## config.mk

```make
export PLATFORM = sky130hd
export DESIGN_NAME = trail_writer
export DESIGN_NICKNAME = d
export VERILOG_FILES = /design/src/rtl/trail_writer.sv
export SDC_FILE = /design/constraint.sdc
export NUM_CORES = 1
export LEC_CHECK = 0
export ABC_AREA = 1
export BUFFER_PORTS_ARGS = -buffer_cell sky130_fd_sc_hd__buf_2
export CORE_ASPECT_RATIO = 0.6
export CORE_MARGIN = 3
export CORE_UTILIZATION = 30
export DETAILED_ROUTE_END_ITERATION = 7
export SETUP_SLACK_MARGIN = 0.15
export SYNTH_ARGS = -nofsm -noshare
export SYNTH_HDL_FRONTEND = slang
export SYNTH_SLANG_ARGS = --single-unit
```

## constraint.sdc

```tcl
create_clock -name Clk -period 4.3 [get_ports Clk]
set_clock_uncertainty 0.05 [all_clocks]
set_input_delay 1.29 -clock Clk [delete_from_list [all_inputs] [get_ports Clk]]
set_output_delay 1.29 -clock Clk [all_outputs]
set_load 0.005 [all_outputs]
```

## src/rtl/trail_writer.sv

```systemverilog
// Frame-buffer write feeder: sweeps the buffer to background after reset/restart,
// then writes one two-pixel trail word per live bike on each frame tick.
module trail_writer #(
    parameter int          H_RES      = 640,
    parameter int          V_RES      = 480,
    parameter logic [3:0]  BG_COLOR   = 4'h0,
    parameter logic [3:0]  RED_COLOR  = 4'h5,
    parameter logic [3:0]  BLUE_COLOR = 4'h3
) (
    input  logic        Clk,
    input  logic        Reset,
    input  logic        frame_clk,
    input  logic        game_restart,
    input  logic [9:0]  red_x,
    input  logic [9:0]  red_y,
    input  logic [9:0]  blue_x,
    input  logic [9:0]  blue_y,
    input  logic        red_alive,
    input  logic        blue_alive,
    output logic        WE,
    output logic [18:0] write_address,
    output logic [15:0] Data_In,
    output logic        busy,
    output logic        clear_done,
    output logic [1:0]  state_dbg
);

    typedef enum logic [1:0] {CLEAR, IDLE, WR_RED, WR_BLUE} state_t;

    localparam logic [18:0] HALF       = 19'(H_RES / 2);
    localparam logic [18:0] WORDS      = 19'((H_RES / 2) * V_RES);
    localparam logic [10:0] X_LIM      = 11'(H_RES);
    localparam logic [10:0] Y_LIM      = 11'(V_RES);
    localparam logic [15:0] BG_WORD    = {4'h0, BG_COLOR, 4'h0, BG_COLOR};
    localparam logic [15:0] RED_WORD   = {4'h0, RED_COLOR, 4'h0, RED_COLOR};
    localparam logic [15:0] BLUE_WORD  = {4'h0, BLUE_COLOR, 4'h0, BLUE_COLOR};

    state_t      state;
    logic [18:0] cnt;
    logic        f_d;
    logic [9:0]  b_x;
    logic [9:0]  b_y;
    logic        b_alive;
    logic        tick;

    // Odd x lands in the word holding its even/odd pair.
    function automatic logic [18:0] addr_of(input logic [9:0] x, input logic [9:0] y);
        return {9'd0, y} * HALF + {10'd0, x[9:1]};
    endfunction

    function automatic logic on_screen(input logic [9:0] x, input logic [9:0] y);
        return ({1'b0, x} < X_LIM) && ({1'b0, y} < Y_LIM);
    endfunction

    assign tick      = frame_clk & ~f_d;
    assign state_dbg = state;

    // Outputs are registered alongside the state they describe; cnt is the next
    // sweep address, and CLEAR lingers one cycle at cnt==WORDS to retire cleanly.
    always_ff @(posedge Clk or posedge Reset) begin
        if (Reset) begin
            state         <= CLEAR;
            cnt           <= '0;
            f_d           <= 1'b0;
            b_x           <= '0;
            b_y           <= '0;
            b_alive       <= 1'b0;
            WE            <= 1'b0;
            write_address <= '0;
            Data_In       <= '0;
            busy          <= 1'b1;
            clear_done    <= 1'b0;
        end else begin
            f_d <= frame_clk;
            if (game_restart) begin
                state         <= CLEAR;
                cnt           <= 19'd1;
                WE            <= 1'b1;
                write_address <= '0;
                Data_In       <= BG_WORD;
                busy          <= 1'b1;
                clear_done    <= 1'b0;
            end else begin
                case (state)
                    CLEAR: begin
                        if (cnt == WORDS) begin
                            state      <= IDLE;
                            WE         <= 1'b0;
                            busy       <= 1'b0;
                            clear_done <= 1'b1;
                        end else begin
                            WE            <= 1'b1;
                            write_address <= cnt;
                            Data_In       <= BG_WORD;
                            cnt           <= cnt + 19'd1;
                        end
                    end
                    IDLE: begin
                        WE <= 1'b0;
                        if (tick) begin
                            b_x           <= blue_x;
                            b_y           <= blue_y;
                            b_alive       <= blue_alive;
                            state         <= WR_RED;
                            busy          <= 1'b1;
                            WE            <= red_alive && on_screen(red_x, red_y);
                            write_address <= addr_of(red_x, red_y);
                            Data_In       <= RED_WORD;
                        end
                    end
                    WR_RED: begin
                        state         <= WR_BLUE;
                        WE            <= b_alive && on_screen(b_x, b_y);
                        write_address <= addr_of(b_x, b_y);
                        Data_In       <= BLUE_WORD;
                    end
                    WR_BLUE: begin
                        state <= IDLE;
                        WE    <= 1'b0;
                        busy  <= 1'b0;
                    end
                    default: begin
                        state <= CLEAR;
                        cnt   <= '0;
                        WE    <= 1'b0;
                    end
                endcase
            end
        end
    end

endmodule

```

==> flow_summary.yaml, run 1 <==
clock_tree:
  cts_buffers: 9
  cts-htree-levels: 3
  cts_setup_buffers: 0
  cts_tree: "done"
  cts_sinks: 67
  clk_path_buf_depth: 2
  clockRootBuffer: "clkbuf_16"
  insertion_delay_ns: 0.34
  clk_pin_slew_worst_paths_ns: 0.06
  ctsHoldBuffers: 0
  cts_resized: 0
logic_synthesis:
  synth_cell_types: 47
  syn_area_um2: 5160
  yosysWarnings: 0
  synth-simple-area-share: 0.300
  synthArstFlopShare: 1.00
  synth_top_family_by_area: "simple AND/OR/NAND/NOR gates"
  synth_compound_area_frac: 0.113
  synth-seq-area-share: 0.325
  muxShareOfSynthArea: 0.0393
  synth_xor_area_frac: 0.0102
  synthAdderAreaFrac: 0.122
  synth-edff-count: 0
  ys_ff_latch: 67
  synth.top_cell.area_share: 0.320
  synth_top_cell_by_area: "dfrtp_1"
  syn_avg_cell_area_um2: 7.52
  netlist_instances: 686
  synth_ff_type: "dfrtp_1"
  synth_area_leaders: "dfrtp_1, nand2_1, ha_1, nand3_1, inv_1"
grt:
  grt_start_max_net_pins: 29
  antenna_found_initial: 0
  grt_pass1_vias: 4293
  grtUsageTotal: 0.158
  grt_pass1_wl_um: 23400
  overflow: 0
floorplanning:
  ios: 86
  dieArea_um2: 18900
  rows: 36
  fp.dieW_um: 175
  start_util: 0.312
  die_h_um: 108
  fp.coreArea_um2: 16500
timing:
  finalCritPeriodShare: 0.791
  hold_violations: 0
  worst_slew_pin_slew_ns: 0.970
  clock.fmax_mhz: 294
  setup_viol: 0
  drv_slew: 0
  max_slew_margin: 0.352
  min_period_ns: 3.40
  setup_tns_ns: 0
  rsz0062_at_grt: "false"
job:
  maxCapViolCount: 0
setup_path:
  r2r-start: "b_y[1]"
  critical_path_class: "in2reg"
  arrival_ns: 3.57
  rr_endpoint: "write_address[18]"
  ff2ff_setup_slack_ns: 1.54
  r2r_cells: 15
  cp.depth: 15
  cpMostUsedCell: "nand2_1"
  worstSetupStartpointType: "input pin"
  worst_setup_path_end_kind: "register"
  startpoint: "red_y[1]"
  crit_buf_inv: 1
  max_stage_delay_ns: 0.52
  crit_family: "adder cells"
  path_cells: "buf_2, ha_1, ha_1, fa_1, nand2_1, nor2_1, nand2_1, a21oi_2, nand3_2, nor2_2, nand3_1, nand3_1, nand3_1, nand2_1, nand2_1"
  critPathMaxFanout: 3
  slowest_stage: "fa_1"
  required_ns: 4.47
  crit_path_end: "write_address[17]"
finish:
  final_core_util: 0.366
  final_nets: 851
  antennaDiodeCount: 0
  syn_to_final_growth_pct: 17.2
  final_layout_size_suffix_gt1_frac: 0.211
power_and_ir_drop:
  p_int_w: 0.00219
  pwr-share-comb: 0.566
  clkPwrFrac: 0.198
  peakVddDrop_uv: 272
  p_sw_frac: 0.469
  p_per_area_nw_per_um2: 681
  seqPwrFrac: 0.236
  switchingPower_w: 0.00193
  p_leak_nw: 3.06
placement:
  portBuffers: 73
  dpl.hpwl_um: 11700
  globalplace.congestion: 0.926
detailed_routing:
  num_vias: 4721
  drtIter0Drc: 352
  post_drt_wl_per_cell_um: 14.7
  drc: 0
  vias_per_cell: 4.77
  wl_um: 14500
  first_pass_iters: 5
  drtAntennaViolNets: 0
worst_hold_path:
  hp-class: "reg2reg"
outcome:
  status: "completed"
-- cell usage after synthesis, types with 2 or more instances --
master     instances
a21oi_1           25
a22o_1             3
buf_2              7
buf_4             13
clkbuf_1           7
dfrtp_1           66
fa_1               4
ha_1              44
inv_1             70
inv_2              7
mux2_2            18
nand2_1          189
nand2_2            9
nand3_1           58
nand3_2            2
nand3b_1           4
nand4_1            8
nor2_1            48
nor2_2             7
nor2_4             2
nor3_1            10
nor3b_1            3
nor4_1             2
o211ai_1           4
o21ai_0           28
o21ai_1            4
o21ai_2           11
o221ai_1           2
o22ai_1            4
o2bb2ai_1          6
xnor2_1            2
xor2_1             4
-- power groups by stage --
| stage | Sequential, W | Clock (W) | Combinational [W] |
|---|---|---|---|
| 6_report | 0.000971 | 0.000814 | 0.00233 |
| 5_1_grt | 0.000997 | 0.000864 | 0.00266 |
| 4_1_cts | 0.000970 | 0.000827 | 0.00232 |
| 3_5_place_dp | 0.000981 | 0 | 0.00230 |
| 3_3_place_gp | 0.000975 | 0 | 0.00229 |
| 2_1_floorplan | 0.000941 | 0 | 0.00170 |
-- final cells by class --
class,count,area [um2]
inverters,78,295
clock buffers,10,239
clock inverters,6,87.6
multi-input cells,522,3050
flip-flops and latches,67,1680
fillers,1773,10500
repair buffers,79,410
well taps,228,285
-- per-layer routing --
| metal | global-route usage | part of all wire | vias up |
|---|---|---|---|
| met5 | 0 | 0 | - |
| met2 | 0.186 | 0.33 | 199 |
| li1 | - | - | 2394 |
| met1 | 0.273 | 0.57 | 2126 |
| met3 | 0.0402 | 0.096 | 2 |
| met4 | 0.0222 | 0.0019 | 0 |
-- worst register-to-register path: cells and delay by family (launching register included) --
| family | cells | cell delay, ns |
|---|---|---|
| and+or+nand+nor | 11 | 1.10 |
| adders and majority gates | 3 | 1.06 |
| DFF | 1 | 0.44 |
| buffers and inverters | 1 | 0.06 |
-- cell usage in the layout, fill, tap and decap left out, drive strengths merged, types with 5 or more instances in the layout --
cell / n
nand2: 199
buf: 79
inv: 79
dfrtp: 66
nand3: 60
nor2: 57
ha: 44
o21ai: 43
a21oi: 26
mux2: 18
nor3: 10
conb: 10
clkbuf: 10
nand4: 8
o2bb2ai: 6
nand3b: 5
-- registers in the layout (all words and copies together), names as in the netlist --
name	cells
WE	1
write_address	19
clear_done	1
cnt	19
Data_In	3
b_y	10
state_dbg	2
f_d	1
busy	1
b_x	9
b_alive	1
-- worst min path at each step --
stage                            from                 to  slack (ns)  cells past startpoint
detailed placement   write_address[5]   write_address[5]        0.42                      2
floorplan                        busy               busy        0.42                      2
finish               write_address[9]   write_address[9]        0.43                      2
global placement     write_address[1]   write_address[1]        0.41                      2
global route                     busy               busy        0.45                      2
CTS                 write_address[10]  write_address[10]        0.43                      2
-- per-stage QoR --
step	power, W	area (um2)	cells	setup WS, ns	hold slack, ns
after floorplan	0.00264	5190	695	0.952	0.420
after global placement	0.00326	5720	974	0.620	0.411
after detailed placement	0.00328	5720	974	0.585	0.415
after CTS	0.00411	6050	990	0.914	0.431
after global routing	0.00452	6050	990	0.728	0.453
final	0.00412	6050	990	0.900	0.427
-- logic make-up (layout without fill, tap and decap cells) --
group                    count (synthesis)  in the layout
AO/OA/AOI/OAI                           93             93
XOR/XNOR                                 6              6
adder cells (fa/ha/maj)                 48             48
buffers and inverters                  106            173
flip-flops                              67             67
multiplexers                            18             18
other                                    1             10
AND/OR/NAND/NOR                        347            347
Power figures use the tool's default switching activity.
==> run 2, diff against run 1 <==
clock period = 2.8 ns   (was 4.3 ns; I/O delays follow)
==> run 2 against run 1 <==
  * Clock power rose by 52%
  * Largest power group unchanged
  * Sequential power rose by 52%
  * First-iteration DRC count did not move
==> flow_summary.yaml, run 2 (synthesis gave the netlist of run 1 again) <==
timing:
  finalCritPeriodShare: 0.960
  clock.fmax_mhz: 372
  setup_tns_ns: 0
  hold_violations: 0
  setup_viol: 0
  max_slew_margin: 0.622
  worst_slew_pin_slew_ns: 0.566
  setup_ws_ns: 0.112
  min_period_ns: 2.69
  rsz0062_at_grt: "true"
  drv_slew: 0
grt:
  grt_pass1_wl_um: 23700
  antenna_found_initial: 0
  overflow: 0
  grt_start_max_net_pins: 43
  grt_pass1_vias: 4405
  grtUsageTotal: 0.160
clock_tree:
  clk_path_buf_depth: 2
  cts_buffers: 9
  cts-htree-levels: 3
  clockRootBuffer: "clkbuf_16"
  ctsHoldBuffers: 0
  cts_sinks: 67
  clk_pin_slew_worst_paths_ns: 0.07
  insertion_delay_ns: 0.34
  cts_tree: "done"
outcome:
  status: "completed"
placement:
  place_inst: 1002
  globalplace.congestion: 0.932
  dp_slack_ns: -0.325
  dpl_cell_area_um2: 5970
  dpl.hpwl_um: 11600
  portBuffers: 73
power_and_ir_drop:
  p_leak_nw: 3.23
  peakVddDrop_uv: 466
  p_per_area_nw_per_um2: 1020
  p_total_w: 0.00666
setup_path:
  slowest_stage: "fa_1"
  arrival_ns: 2.86
  critical_path_class: "reg2reg"
  worst_setup_path_end_kind: "register"
  max_stage_delay_ns: 0.53
  path_cells: "ha_1, ha_2, fa_1, nand2_1, inv_1, nand2_1, nor2_2, nand3_2, nor2_4, nand3_1, nand3_2, nand3_1, nand2_1, nand2_1"
  critPathMaxFanout: 3
  required_ns: 2.98
  cpMostUsedCell: "nand2_1"
  worstSetupStartpointType: "register"
detailed_routing:
  drtAntennaViolNets: 0
  vias_per_cell: 4.76
  drc: 0
  wl_um: 14700
  num_vias: 4878
  first_pass_iters: 5
  post_drt_wl_per_cell_um: 14.4
  drtIter0Drc: 352
finish:
  syn_to_final_growth_pct: 26.3
  layout_commonest_cell: "nand2_1"
  final_nets: 886
  final_layout_size_suffix_gt1_frac: 0.286
  stdcell_count: 1025
  fin_area_um2: 6520
  reg_top3: "cnt x19, write_address x19, b_y x10"
  antennaDiodeCount: 0
  fillCellCount: 1717
  final_cell_mix: "nand2_1, buf_2, inv_1"
floorplanning:
  rows: 36
  die_h_um: 108
  fp.coreArea_um2: 16500
  dieArea_um2: 18900
  fp.dieW_um: 175
  start_util: 0.312
  ios: 86
job:
  maxCapViolCount: 0
worst_hold_path:
  hp-class: "reg2reg"
[run 2: cell count changes in the layout (fill, tap and decap cells not counted), sizes merged]
cell / previous run / this run
buf: 79 / 114
clkinv: 3 / 1
clkinvlp: 0 / 2
[run 2: worst paths after layout]
check	cells past startpoint	from	endpoint	slack [ns]
worst max-delay path	14	b_y[1]	write_address[17]	0.11
worst min-delay path	2	write_address[9]	write_address[9]	0.42
worst max register to register	14	b_y[1]	write_address[17]	0.11
worst min register to register	2	write_address[9]	write_address[9]	0.42
max in group asynchronous	3	Reset	busy	1.50
min in group asynchronous	2	Reset	b_x[2]	0.50
[run 2: power breakdown]
group	internal [W]	switching [W]	leakage [nW]	total, W
combinational	0.00150	0.00245	2.22	0.00395
clock	0.000782	0.000454	0.149	0.00124
sequential	0.00126	0.000227	0.867	0.00148
total	0.00354	0.00313	3.23	0.00666
[run 2: timing repair]
item                                    CTS  global route
pin swaps                                16             9
endpoints found under the setup margin    6             9
buffers inserted                          3             4
resized for setup                        18            23
[run 2: layer usage]
| layer | vias to the layer above | global-route usage | routed length [um] |
|---|---|---|---|
| li1 | 2469 | - | - |
| met1 | 2243 | 0.274 | 8330 |
| met2 | 156 | 0.194 | 5130 |
| met3 | 10 | 0.0338 | 1160 |
| met4 | 0 | 0.0273 | 82 |
| met5 | - | 0 | 0 |
[run 2: layout make-up]
type | count | area [um2] | area share
well taps | 228 | 285 | 0.0438
flip-flops and latches | 67 | 1680 | 0.257
multi-input cells | 522 | 3240 | 0.497
clock buffers | 10 | 229 | 0.0351
clock inverters | 6 | 88.8 | 0.0136
inverters | 78 | 295 | 0.0453
repair buffers | 114 | 702 | 0.108
[run 2: worst max-delay path, delay by kind of cell (launching register included)]
kind	cells	cell delay [ns]
adder cells (fa/ha/maj)	3	1.03
AND/OR/NAND/NOR	10	1.02
flip-flops	1	0.38
buffers and inverters	1	0.06
[run 2: stage by stage]
step | util | hold WS (ns)
3_3_place_gp | 0.361 | 0.413
3_5_place_dp | 0.361 | 0.413
4_1_cts | 0.387 | 0.428
2_1_floorplan | - | 0.420
6_report | 0.394 | 0.423
5_1_grt | 0.394 | 0.446
